$ cat src/rtl/lable_to_pix_if.sv
// lable_to_pix_if: scan-request / pixel-response bundle between scan generator and label renderer.
`default_nettype none

interface lable_to_pix_if #(
  parameter int IDX_W   = 3,
  parameter int PIX_X_W = 12,
  parameter int PIX_Y_W = 12
);
  logic               sof_i;
  logic [IDX_W-1:0]   lable_idx_i;
  logic               blink_i;
  logic               valid_i;
  logic [PIX_X_W-1:0] pos_x_i;
  logic [PIX_Y_W-1:0] pos_y_i;
  logic               pix_valid_o;
  logic               pix_o;

  modport master (
    output sof_i, lable_idx_i, blink_i, valid_i, pos_x_i, pos_y_i,
    input  pix_valid_o, pix_o
  );

  modport slave (
    input  sof_i, lable_idx_i, blink_i, valid_i, pos_x_i, pos_y_i,
    output pix_valid_o, pix_o
  );
endinterface

`default_nettype wire

$ cat src/rtl/lable_to_pix_pipe.sv
// lable_to_pix_pipe: 2-cycle label glyph renderer, frame-synchronous label index, ROM image in rom_bit().
// Rev 1.0 -- optional blink gating under macro LABLE_BLINK_EN.
`default_nettype none

module lable_to_pix_pipe #(
  parameter int LABLE_CNT    = 7,
  parameter int PIX_X_W      = 12,
  parameter int PIX_Y_W      = 12,
  parameter int LABLE_W      = 130,
  parameter int LABLE_H      = 30,
  parameter int L_OFFSET     = 1,
  parameter int T_OFFSET     = 0,
  parameter int BLINK_FRAMES = 30
) (
  input  logic clk_i,
  input  logic rst_i,
  lable_to_pix_if.slave bus
);
  localparam int IDX_W     = $clog2(LABLE_CNT);
  localparam int ADDR_W    = $clog2(LABLE_CNT * LABLE_W * LABLE_H);
  localparam int FRAME_PIX = LABLE_W * LABLE_H;

  localparam logic [PIX_X_W:0]  X_LO     = (PIX_X_W+1)'(L_OFFSET);
  localparam logic [PIX_X_W:0]  X_HI     = (PIX_X_W+1)'(L_OFFSET + LABLE_W);
  localparam logic [PIX_Y_W:0]  Y_LO     = (PIX_Y_W+1)'(T_OFFSET);
  localparam logic [PIX_Y_W:0]  Y_HI     = (PIX_Y_W+1)'(T_OFFSET + LABLE_H);
  localparam logic [ADDR_W-1:0] ROM_MASK = ADDR_W'(32'h0000_5225);

  // Glyph image: each ROM bit is the parity of a fixed subset of its address bits.
  function automatic logic rom_bit(input logic [ADDR_W-1:0] a);
    return ^(a & ROM_MASK);
  endfunction

  logic [IDX_W-1:0]  idx_q, idx_d;
  logic              blank_q, blank_d;
  logic [PIX_X_W:0]  w_x;
  logic [PIX_Y_W:0]  w_y;
  logic              w_in_box;
  logic              w_vis;
  logic              w_gate;
  logic [ADDR_W-1:0] w_dx, w_dy, w_addr;
  logic [ADDR_W-1:0] rom_addr_q;
  logic              v1_q, vis1_q;
  logic              pix_valid_q, pix_q;
  logic              w_rom_bit;

  // A request in the sof_i cycle already belongs to the new frame, so it sees the _d values.
  always_comb begin
    idx_d   = idx_q;
    blank_d = blank_q;
    if (bus.sof_i) begin
      idx_d   = bus.lable_idx_i;
      blank_d = (32'(bus.lable_idx_i) >= LABLE_CNT);
    end
  end

  always_comb begin
    w_x      = {1'b0, bus.pos_x_i};
    w_y      = {1'b0, bus.pos_y_i};
    w_in_box = (w_x >= X_LO) && (w_x < X_HI) && (w_y >= Y_LO) && (w_y < Y_HI);
    w_dx     = ADDR_W'(w_x - X_LO);
    w_dy     = ADDR_W'(w_y - Y_LO);
    w_addr   = '0;
    if (w_in_box) begin
      w_addr = ADDR_W'(idx_d) * ADDR_W'(FRAME_PIX) + w_dy * ADDR_W'(LABLE_W) + w_dx;
    end
    w_vis = w_in_box & ~blank_d & w_gate;
  end

`ifdef LABLE_BLINK_EN
  localparam int CNT_W = (BLINK_FRAMES > 1) ? $clog2(BLINK_FRAMES) : 1;

  logic [CNT_W-1:0] frm_cnt_q, frm_cnt_d;
  logic             phase_q, phase_d;

  always_comb begin
    frm_cnt_d = frm_cnt_q;
    phase_d   = phase_q;
    if (bus.sof_i) begin
      if (frm_cnt_q == CNT_W'(BLINK_FRAMES - 1)) begin
        frm_cnt_d = '0;
        phase_d   = ~phase_q;
      end else begin
        frm_cnt_d = frm_cnt_q + CNT_W'(1);
      end
    end
  end

  always_ff @(posedge clk_i or negedge rst_i) begin
    if (!rst_i) begin
      frm_cnt_q <= '0;
      phase_q   <= 1'b1;
    end else begin
      frm_cnt_q <= frm_cnt_d;
      phase_q   <= phase_d;
    end
  end

  assign w_gate = ~(bus.blink_i & ~phase_d);
`else
  localparam int unused_blink_frames = BLINK_FRAMES;
  logic unused_blink;
  assign unused_blink = bus.blink_i;
  assign w_gate       = 1'b1;
`endif

  always_ff @(posedge clk_i or negedge rst_i) begin
    if (!rst_i) begin
      idx_q       <= '0;
      blank_q     <= 1'b0;
      rom_addr_q  <= '0;
      v1_q        <= 1'b0;
      vis1_q      <= 1'b0;
      pix_valid_q <= 1'b0;
      pix_q       <= 1'b0;
    end else begin
      idx_q       <= idx_d;
      blank_q     <= blank_d;
      rom_addr_q  <= w_addr;
      v1_q        <= bus.valid_i;
      vis1_q      <= w_vis;
      pix_valid_q <= v1_q;
      pix_q       <= v1_q & vis1_q & w_rom_bit;
    end
  end

  assign w_rom_bit       = rom_bit(rom_addr_q);
  assign bus.pix_valid_o = pix_valid_q;
  assign bus.pix_o       = pix_q;

endmodule

`default_nettype wire
$ cat src/flat_wrapper.sv
// flat-port wrapper written by rule: the top's interface ports become plain ports
module lable_to_pix_pipe_flat 
#(
  parameter int LABLE_CNT    = 7,
  parameter int PIX_X_W      = 12,
  parameter int PIX_Y_W      = 12,
  parameter int LABLE_W      = 130,
  parameter int LABLE_H      = 30,
  parameter int L_OFFSET     = 1,
  parameter int T_OFFSET     = 0,
  parameter int BLINK_FRAMES = 30
)
  (clk_i, rst_i, bus_sof_i, bus_lable_idx_i, bus_blink_i, bus_valid_i, bus_pos_x_i, bus_pos_y_i, bus_pix_valid_o, bus_pix_o);
  lable_to_pix_if #(.PIX_X_W(PIX_X_W), .PIX_Y_W(PIX_Y_W)) bus_i ();
  input  logic clk_i;
  input  logic rst_i;
  input wire logic [$bits(bus_i.sof_i)-1:0] bus_sof_i;
  input wire logic [$bits(bus_i.lable_idx_i)-1:0] bus_lable_idx_i;
  input wire logic [$bits(bus_i.blink_i)-1:0] bus_blink_i;
  input wire logic [$bits(bus_i.valid_i)-1:0] bus_valid_i;
  input wire logic [$bits(bus_i.pos_x_i)-1:0] bus_pos_x_i;
  input wire logic [$bits(bus_i.pos_y_i)-1:0] bus_pos_y_i;
  output wire logic [$bits(bus_i.pix_valid_o)-1:0] bus_pix_valid_o;
  output wire logic [$bits(bus_i.pix_o)-1:0] bus_pix_o;
  assign bus_i.sof_i = bus_sof_i;
  assign bus_i.lable_idx_i = bus_lable_idx_i;
  assign bus_i.blink_i = bus_blink_i;
  assign bus_i.valid_i = bus_valid_i;
  assign bus_i.pos_x_i = bus_pos_x_i;
  assign bus_i.pos_y_i = bus_pos_y_i;
  assign bus_pix_valid_o = bus_i.pix_valid_o;
  assign bus_pix_o = bus_i.pix_o;
  lable_to_pix_pipe #(.LABLE_CNT(LABLE_CNT), .PIX_X_W(PIX_X_W), .PIX_Y_W(PIX_Y_W), .LABLE_W(LABLE_W), .LABLE_H(LABLE_H), .L_OFFSET(L_OFFSET), .T_OFFSET(T_OFFSET), .BLINK_FRAMES(BLINK_FRAMES)) u_core (.clk_i(clk_i), .rst_i(rst_i), .bus(bus_i));
endmodule
$ cat config.mk
export PLATFORM = sky130hd
export DESIGN_NAME = lable_to_pix_pipe_flat
export DESIGN_NICKNAME = d
export VERILOG_FILES = /design/src/rtl/lable_to_pix_if.sv /design/src/rtl/lable_to_pix_pipe.sv /design/src/flat_wrapper.sv
export SDC_FILE = /design/constraint.sdc
export NUM_CORES = 1
export LEC_CHECK = 0
export BUFFER_PORTS_ARGS = -buffer_cell sky130_fd_sc_hd__buf_2
export CORE_UTILIZATION = 60
export DETAILED_ROUTE_END_ITERATION = 16
export PLACE_DENSITY = 0.88
export RECOVER_POWER = 50
export SYNTH_ARGS = -nofsm -noshare
export SYNTH_HDL_FRONTEND = slang
export SYNTH_SLANG_ARGS = --single-unit
$ cat constraint.sdc
create_clock -name clk_i -period 11.16 [get_ports clk_i]
set_input_delay 1.116 -clock clk_i [delete_from_list [all_inputs] [get_ports clk_i]]
set_output_delay 1.116 -clock clk_i [all_outputs]
set_load 0.02 [all_outputs]
# [Word-level counts from Yosys, hierarchy flattened]
# Index checks and enable logic that the tools add are counted.
[totals] romBits=0 mem_count=0 reg_bits=23 ramBits=0 latch_bits=0 out_inout_bits=2 inputBits=32 word_cells=26
[classes] muxes=3 n_bitwise=4 reduce_logical=3 shifts=0 div=0 magnitude_cmp=4 multipliers=2 eq_ne=0 add_sub_neg=3
[op_table] op="$add A15 B15 Y15" n=2
[op_table] op="$mux W15" n=1
[op_table] op="$reduce_xor A15 Y1" n=1
[op_table] op="$mul A12 B7 Y14 const B" n=1
[op_table] op="$mul A3 B10 Y13 const B" n=1
[op_table] op="$sub A12 B1 Y13 const B" n=1
[op_table] op="$ge A12 B1 Y1 const B" n=1
[op_table] op="$lt A12 B5 Y1 const B" n=1
[op_table] op="$lt A12 B8 Y1 const B" n=1
[op_table] op="$and A1 B1 Y1" n=3
[op_table] op="$ge A3 B3 Y1 const B" n=1
[op_table] op="$mux W3" n=1
[op_table] op="$logic_and A1 B1 Y1" n=2
[op_table] op="$mux W1" n=1
[op_table] op="$not A1 Y1" n=1

# [Depth between registers and ports, before layout]
# Gate-level depths: netlist of the first run.
[logic_depth] ltp_word=5 depth_mapped=18 depth_no_buf=17

# [Worst setup path before layout of the first run]
# No wires, ideal clock.
[synth_timing] path_type="input port to flip-flop" from="in bus_sof_i" to="reg u_core.rom_addr_q[14]" path_buffers=1 stages=16 setup_time_ns=0.139 t_required_ns=11.021 arrival_time_ns=5.225 setup_slack_ns=5.796 cell_sequence="clkbuf_1 > mux2i_1 > inv_1 > fa_1 > ha_1 > fa_1 > nand2b_1 > a21oi_1 > a41oi_1 > xor2_1 > fa_1 > ha_1 > or3_1 > o211ai_1 > xnor2_1 > nor2_1"
[synth_via] elab_chain_cells=5
[synth_rtl] element="start: declaration" line_no="flat_wrapper.sv:17" text="input wire logic [$bits(bus_i.sof_i)-1:0] bus_sof_i;"
[synth_rtl] element="$mux W3" line_no="lable_to_pix_pipe.sv:51" text="if (bus.sof_i) begin"
[synth_rtl] element="net u_core.idx_d[0]" line_no="lable_to_pix_pipe.sv:34" text="logic [IDX_W-1:0] idx_q, idx_d;"
[synth_rtl] element="$mul A3 B10 Y13" line_no="lable_to_pix_pipe.sv:65" text="w_addr = ADDR_W'(idx_d) * ADDR_W'(FRAME_PIX) + w_dy * ADDR_W'(LABLE_W) + w_dx;"
[synth_rtl] element="$add A15 B15 Y15 (2 in series)" line_no="lable_to_pix_pipe.sv:65"
[synth_rtl] element="$mux W15" line_no="lable_to_pix_pipe.sv:64" text="if (w_in_box) begin"
[synth_rtl] element="net u_core.w_addr[14]" line_no="lable_to_pix_pipe.sv:41" text="logic [ADDR_W-1:0] w_dx, w_dy, w_addr;"
[synth_rtl] element="end signal: assignment" line_no="lable_to_pix_pipe.sv:119" text="rom_addr_q <= w_addr;"
[synth_rtl] element="end: declaration" line_no="lable_to_pix_pipe.sv:42" text="logic [ADDR_W-1:0] rom_addr_q;"
# The timed path passes the listed nets, and every way through them passes these cells.

# [Worst setup path in the final report of the first run]
# Ends and elaborated chain as after synthesis.

==> flow_metrics.tcl, run 1 <==
set metrics [dict create \
    synth_top_area_cell "ha_1" \
    tightest_slew_ps 697.1 \
    finClkSkew_ps 4.346 \
    std_cell_rows 20 \
    min_path_cells 0 \
    cp.arrival_ps 5700 \
    status "complete, no violations" \
    drive_gt1_frac 0.1708 \
    reg2reg_depth 15 \
    layout_commonest_cell "ha_1" \
    ys_seq_elements 14 \
    clk-insertion-delay-late_ps 270 \
    fin_crit_ps 5559 \
    ys_seq_area_frac 0.1763 \
    avgRoutedWirePerCell_um 14.10 \
    end_kind "flip-flop" \
    fin_tns_setup_ps 0 \
    post-route-period-util 0.4981 \
    setup_viol 0 \
    via_count 1563 \
    io_pins 34 \
    synth_top_cell_area_share 0.2141 \
    cts_tree "built" \
    critPathLaunchType "input pin" \
    drt-pass1-iter-count 4 \
    criticalPathCategory "input pin to flip-flop" \
    grt_pass1_vias 1657 \
    drc_errors 0 \
    die_w_um 59.55 \
    synthXorXnorAreaFrac 0.1543 \
    synth_top_family_by_area "adder cells" \
    dieArea_mm2 0.003546 \
    grt_pass1_wl_um 6879 \
    cts_sinks 14 \
    hold_start "u_core.v1_q$_DFF_PN0_" \
    diodes 0 \
    hold_violations 0 \
    fillerInstances 269 \
    holdBufCountCts 0 \
    ctsResizeCount 0 \
    max_cap_viol_count 0 \
    gp_congestion 0.8501 \
    cp.required_ps 11300 \
    p_leak_nw 1.144 \
    grtUsageTotal 0.2642 \
    worstSetupStartpoint "bus_sof_i" \
    vias_per_cell 5.504 \
    grt_max_degree 15 \
    finalMaxSlewViolations 0 \
    synthesis.area_mm2 0.001987 \
    hold_path.class "flip-flop to flip-flop" \
    syn_avg_cell_area_um2 9.692 \
    design_area_mm2 0.002233 \
    cts_root_buf "clkbuf_4" \
    path_clk_slew_ps 80 \
    clock.fmax_mhz 179.9 \
    ys_warn_count 0 \
    fp.dieH_um 59.55 \
    fin_nets 323 \
    synthMuxAreaShare 0.01511 \
    timing.rr.start "u_core.idx_q[0]$_DFF_PN0_" \
    yosys.area_share.simple 0.1259 \
    place_area_mm2 0.002198 \
    post-cts-setup-buffers 0 \
    areaGrowthSynthToFinish_pct 12.41 \
    finalWirelength_um 4003 \
    numCtsBuffers 3 \
    layout_common_cells "ha_1 (34), buf_2 (31), inv_1 (30)" \
    synth_nets 287 \
    crit_end "u_core.rom_addr_q[14]$_DFF_PN0_" \
    path_max_fanout 6 \
    clockBufferDepth 2 \
    synth_compound_area_frac 0.09446 \
    synthTopCellsByArea "ha_1 (21%), dfrtp_1 (18%), fa_1 (16%), xnor2_1 (9.3%), xor2_1 (6.2%)" \
    core_mm2 0.003103 \
    grt_setup_unrepaired "false" \
    start_util 0.6403 \
    h-tree-depth 1 \
    ir_drop_mv 0.09032 \
    synth_cell_type_count 33 \
    r2r_end "u_core.rom_addr_q[14]$_DFF_PN0_" \
    p_per_area_mw_per_mm2 148.6 \
    drt-initial-drc-count 39 \
    grt-ovfl-total 0 \
    dp_hpwl_um 3491 \
    io_buffers 32 \
    relSlewSlack 0.5353 \
    synth_fa_ha_area_frac 0.3753 \
    ant_nets 0 \
    synth_cells 205 \
    antenna_found_initial 0 \
    regToRegSetupSlack_ps 6300 \
]
flip-flops by register name (all words and copies together) (netlist names):
| name | flops |
|---|---|
| u_core.bus.pix_valid_o | 1 |
| u_core.bus.pix_o | 1 |
| u_core.rom_addr_q | 6 |
| u_core.idx_q | 3 |
| u_core.v1_q | 1 |
| u_core.blank_q | 1 |
| u_core.vis1_q | 1 |
logic make-up (layout without fill, tap and decap cells):
group	after synthesis	in the layout
AOI/OAI and AO/OA	28	28
xor gates and xnor gates	35	35
adders and majority gates	50	50
buffers and inverters	31	66
DFF	14	14
muxes	3	3
and+or+nand+nor	44	44
worst min path at each step:
| stage | end | slack (ps) |
|---|---|---|
| after floorplan | u_core.bus.pix_valid_o$_DFF_PN0_ | 350 |
| after global placement | u_core.bus.pix_valid_o$_DFF_PN0_ | 360 |
| after detailed placement | u_core.bus.pix_valid_o$_DFF_PN0_ | 380 |
| after CTS | u_core.bus.pix_valid_o$_DFF_PN0_ | 400 |
| after global routing | u_core.bus.pix_valid_o$_DFF_PN0_ | 420 |
| final | u_core.bus.pix_valid_o$_DFF_PN0_ | 400 |
worst max-delay path, stage by stage:
cell and delay (ps):
buf_2 140, mux2i_1 580, inv_1 310, fa_1 600
ha_1 290, fa_1 440, nand2b_1 100, a21oi_1 140
a41oi_1 280, xor2_1 230, fa_1 450, ha_1 330
or3_1 370, o211ai_1 100, xnor2_1 160, nor2_1 60
routing by layer:
| layer | GRT usage | part of all wire |
|---|---|---|
| met5 | 0 | 0 |
| met2 | 0.5104 | 0.54 |
| met3 | 0.01310 | 0.031 |
| met4 | 0.1130 | 0.019 |
| met1 | 0.2970 | 0.41 |
power by group:
part / internal, W / switching (W) / leakage, nW
clock network: 0.0000198 / 0.0000152 / 0.0210
registers: 0.0000523 / 0.000000525 / 0.184
logic: 0.000111 / 0.000133 / 0.939
layout make-up:
cell class | instances | area, um2 | share of cell area
multi-input combinational | 160 | 1520 | 0.6807
sequential | 14 | 350.3 | 0.1569
timing repair buffer | 32 | 158.9 | 0.07115
inverter | 30 | 112.6 | 0.05042
tap | 44 | 55.05 | 0.02465
clock buffer | 4 | 36.28 | 0.01625
synthesized netlist by cell type:
cell / n
o21ai_0: 4
xnor2_1: 21
and3_1: 1
fa_1: 16
o21bai_1: 2
nor2b_1: 1
nor2_1: 16
inv_1: 30
nor3b_1: 2
nand2b_1: 3
nand2_1: 4
ha_1: 34
a211o_1: 1
nor4_2: 1
nor3_1: 2
nand3_1: 3
nor4_1: 3
a41oi_1: 2
o21a_1: 2
o311ai_2: 1
or3_1: 1
xor2_1: 14
mux2i_1: 3
o211ai_1: 2
nor3_2: 1
a21oi_1: 10
or3_4: 2
nor4b_1: 1
nand4_1: 2
and4bb_2: 1
a21o_1: 4
clkbuf_1: 1
dfrtp_1: 14
stage by stage:
step / total power, W / setup slack (ps) / util / hold WS (ps) / std cells
after floorplan: 0.0002392 / 5796 / - / 346.6 / 205
after global placement: 0.0002809 / 5382 / 0.7085 / 359.0 / 280
after detailed placement: 0.0002927 / 5316 / 0.7085 / 377.7 / 280
after CTS: 0.0003331 / 5594 / 0.7202 / 402.8 / 284
after global routing: 0.0003704 / 5134 / 0.7198 / 417.0 / 284
final: 0.0003320 / 5601 / 0.7198 / 397.2 / 284
Power figures use the tool's default switching activity.
==> run 2, diff against run 1 <==
Settings changed: CORE_UTILIZATION 60 to 52, PLACE_DENSITY 0.88 to 0.82.
Clock period 11.16 ns to 4.8 ns, I/O delays scaled along.
==> flow_metrics.tcl, run 2 (synthesis results as in run 1) <==
set metrics [dict create \
    hold_path.class "input pin to async pin" \
    layout_common_cells "ha_1 (34), buf_2 (31), inv_1 (30)" \
    wl_met1_um 1745 \
    clk-insertion-delay-late_ps 230 \
    std_cell_rows 22 \
    clock.fmax_mhz 224.9 \
    cp.required_ps 4890 \
    cts_tree "built" \
    antenna_found_initial 0 \
    die_w_um 63.82 \
    grt_pass1_wl_um 6527 \
    drt-initial-drc-count 37 \
    dp_slack_ps 127.0 \
    cts_sinks 14 \
    p_leak_nw 1.184 \
    largest_register "u_core.rom_addr_q" \
    avgRoutedWirePerCell_um 12.86 \
    dp_hpwl_um 3389 \
    hold_violations 0 \
    grt_setup_unrepaired "false" \
    finalMaxSlewViolations 0 \
    post-cts-setup-buffers 0 \
    dieArea_mm2 0.004072 \
    reg.largest.list "u_core.rom_addr_q (6), u_core.idx_q (3)" \
    areaGrowthSynthToFinish_pct 15.93 \
    drt-pass1-iter-count 4 \
    finalWirelength_um 3795 \
    fp.dieH_um 63.82 \
    fin_tns_setup_ps 0 \
    criticalPathCategory "input pin to flip-flop" \
    fin_ws_ps 354.3 \
    fin_nets 331 \
    place_area_mm2 0.002263 \
    grt-ovfl-total 0 \
    drc_errors 0 \
    ir_drop_mv 0.1776 \
    drive_gt1_frac 0.1943 \
    holdBufCountCts 0 \
    diodes 0 \
    finClkSkew_ps 1.201 \
    io_pins 34 \
    core_mm2 0.003661 \
    io_buffers 32 \
    setup_viol 0 \
    h-tree-depth 1 \
    numCtsBuffers 3 \
    cts_root_buf "clkbuf_8" \
    clockBufferDepth 2 \
    max_cap_viol_count 0 \
    wl_met3_um 65 \
    vias_per_cell 5.119 \
    start_util 0.5427 \
    tightest_slew_ps 688.0 \
    largest_reg_flops 6 \
    end_kind "flip-flop" \
    top_layer "met4" \
    design_area_mm2 0.002303 \
    grt_max_degree 15 \
    ctsResizeCount 0 \
    relSlewSlack 0.5414 \
    path_clk_slew_ps 50 \
    via_count 1510 \
    grtUsageTotal 0.2088 \
    ant_nets 0 \
    fin_crit_ps 4446 \
    post-route-period-util 0.9262 \
    path_max_fanout 5 \
    status "complete, no violations" \
    critPathLaunchType "input pin" \
    p_per_area_mw_per_mm2 342.6 \
    layout_commonest_cell "ha_1" \
    cp.arrival_ps 4530 \
    gp_congestion 0.8786 \
    grt_pass1_vias 1503 \
    wl_met2_um 1965 \
]
==> run 2: changes by cell type in the layout (fill, tap and decap cells not counted), sizes merged <==
cell	delta
clkbuf	-1
buf	+8
==> run 2: where the power goes <==
group          leakage [nW]  internal [W]  switching, W
logic                 0.979      0.000270      0.000307
registers             0.184      0.000122    0.00000104
clock network        0.0216     0.0000551     0.0000342
==> run 2: metal layers <==
metal,vias up,GRT usage
met4,0,0.04261
met5,-,0
li1,770,-
met3,2,0.01607
met2,26,0.3936
met1,712,0.2571
==> run 2: final timing paths <==
kind / slack [ps] / cells after the start / startpoint / to
hold / removal: 260 / 1 / rst_i / u_core.bus.pix_valid_o$_DFF_PN0_
setup / recovery: 350 / 18 / bus_sof_i / u_core.rom_addr_q[14]$_DFF_PN0_
max in group asynchronous: 4100 / 1 / rst_i / u_core.bus.pix_o$_DFF_PN0_
setup reg to reg: 470 / 17 / u_core.idx_q[2]$_DFF_PN0_ / u_core.rom_addr_q[14]$_DFF_PN0_
hold reg to reg: 370 / 0 / u_core.v1_q$_DFF_PN0_ / u_core.bus.pix_valid_o$_DFF_PN0_
min in group clk_i: 350 / 1 / bus_valid_i / u_core.v1_q$_DFF_PN0_
==> run 2: metrics by stage <==
stage	instances	utilization	power (W)	hold WS (ps)
6_report	295	0.6292	0.0007891	261.7
5_1_grt	295	0.6292	0.0008754	309.0
4_1_cts	295	0.6295	0.0007917	125.5
3_5_place_dp	292	0.6183	0.0006973	371.1
3_3_place_gp	292	0.6183	0.0006729	360.1
2_1_floorplan	205	-	0.0005561	184.4
==> run 2: layout make-up <==
type                            count  area [um2]
Sequential cell                    14       350.3
Fill cell                         313        1358
Multi-Input combinational cell    160        1520
Timing Repair Buffer               40       219.0
Clock buffer                        3       41.29
Tap cell                           48       60.06
Inverter                           30       112.6
==> run 2: critical path, stage by stage <==
cell	delay (ps)
buf_2	140
mux2i_1	360
inv_1	190
fa_1	480
buf_4	160
ha_1	350
a21oi_1	80
o21bai_1	240
xor2_1	270
fa_1	460
ha_1	320
o21a_1	190
a21oi_1	130
o21a_1	180
o211ai_1	120
o211ai_1	120
xnor2_1	160
nor2_1	70
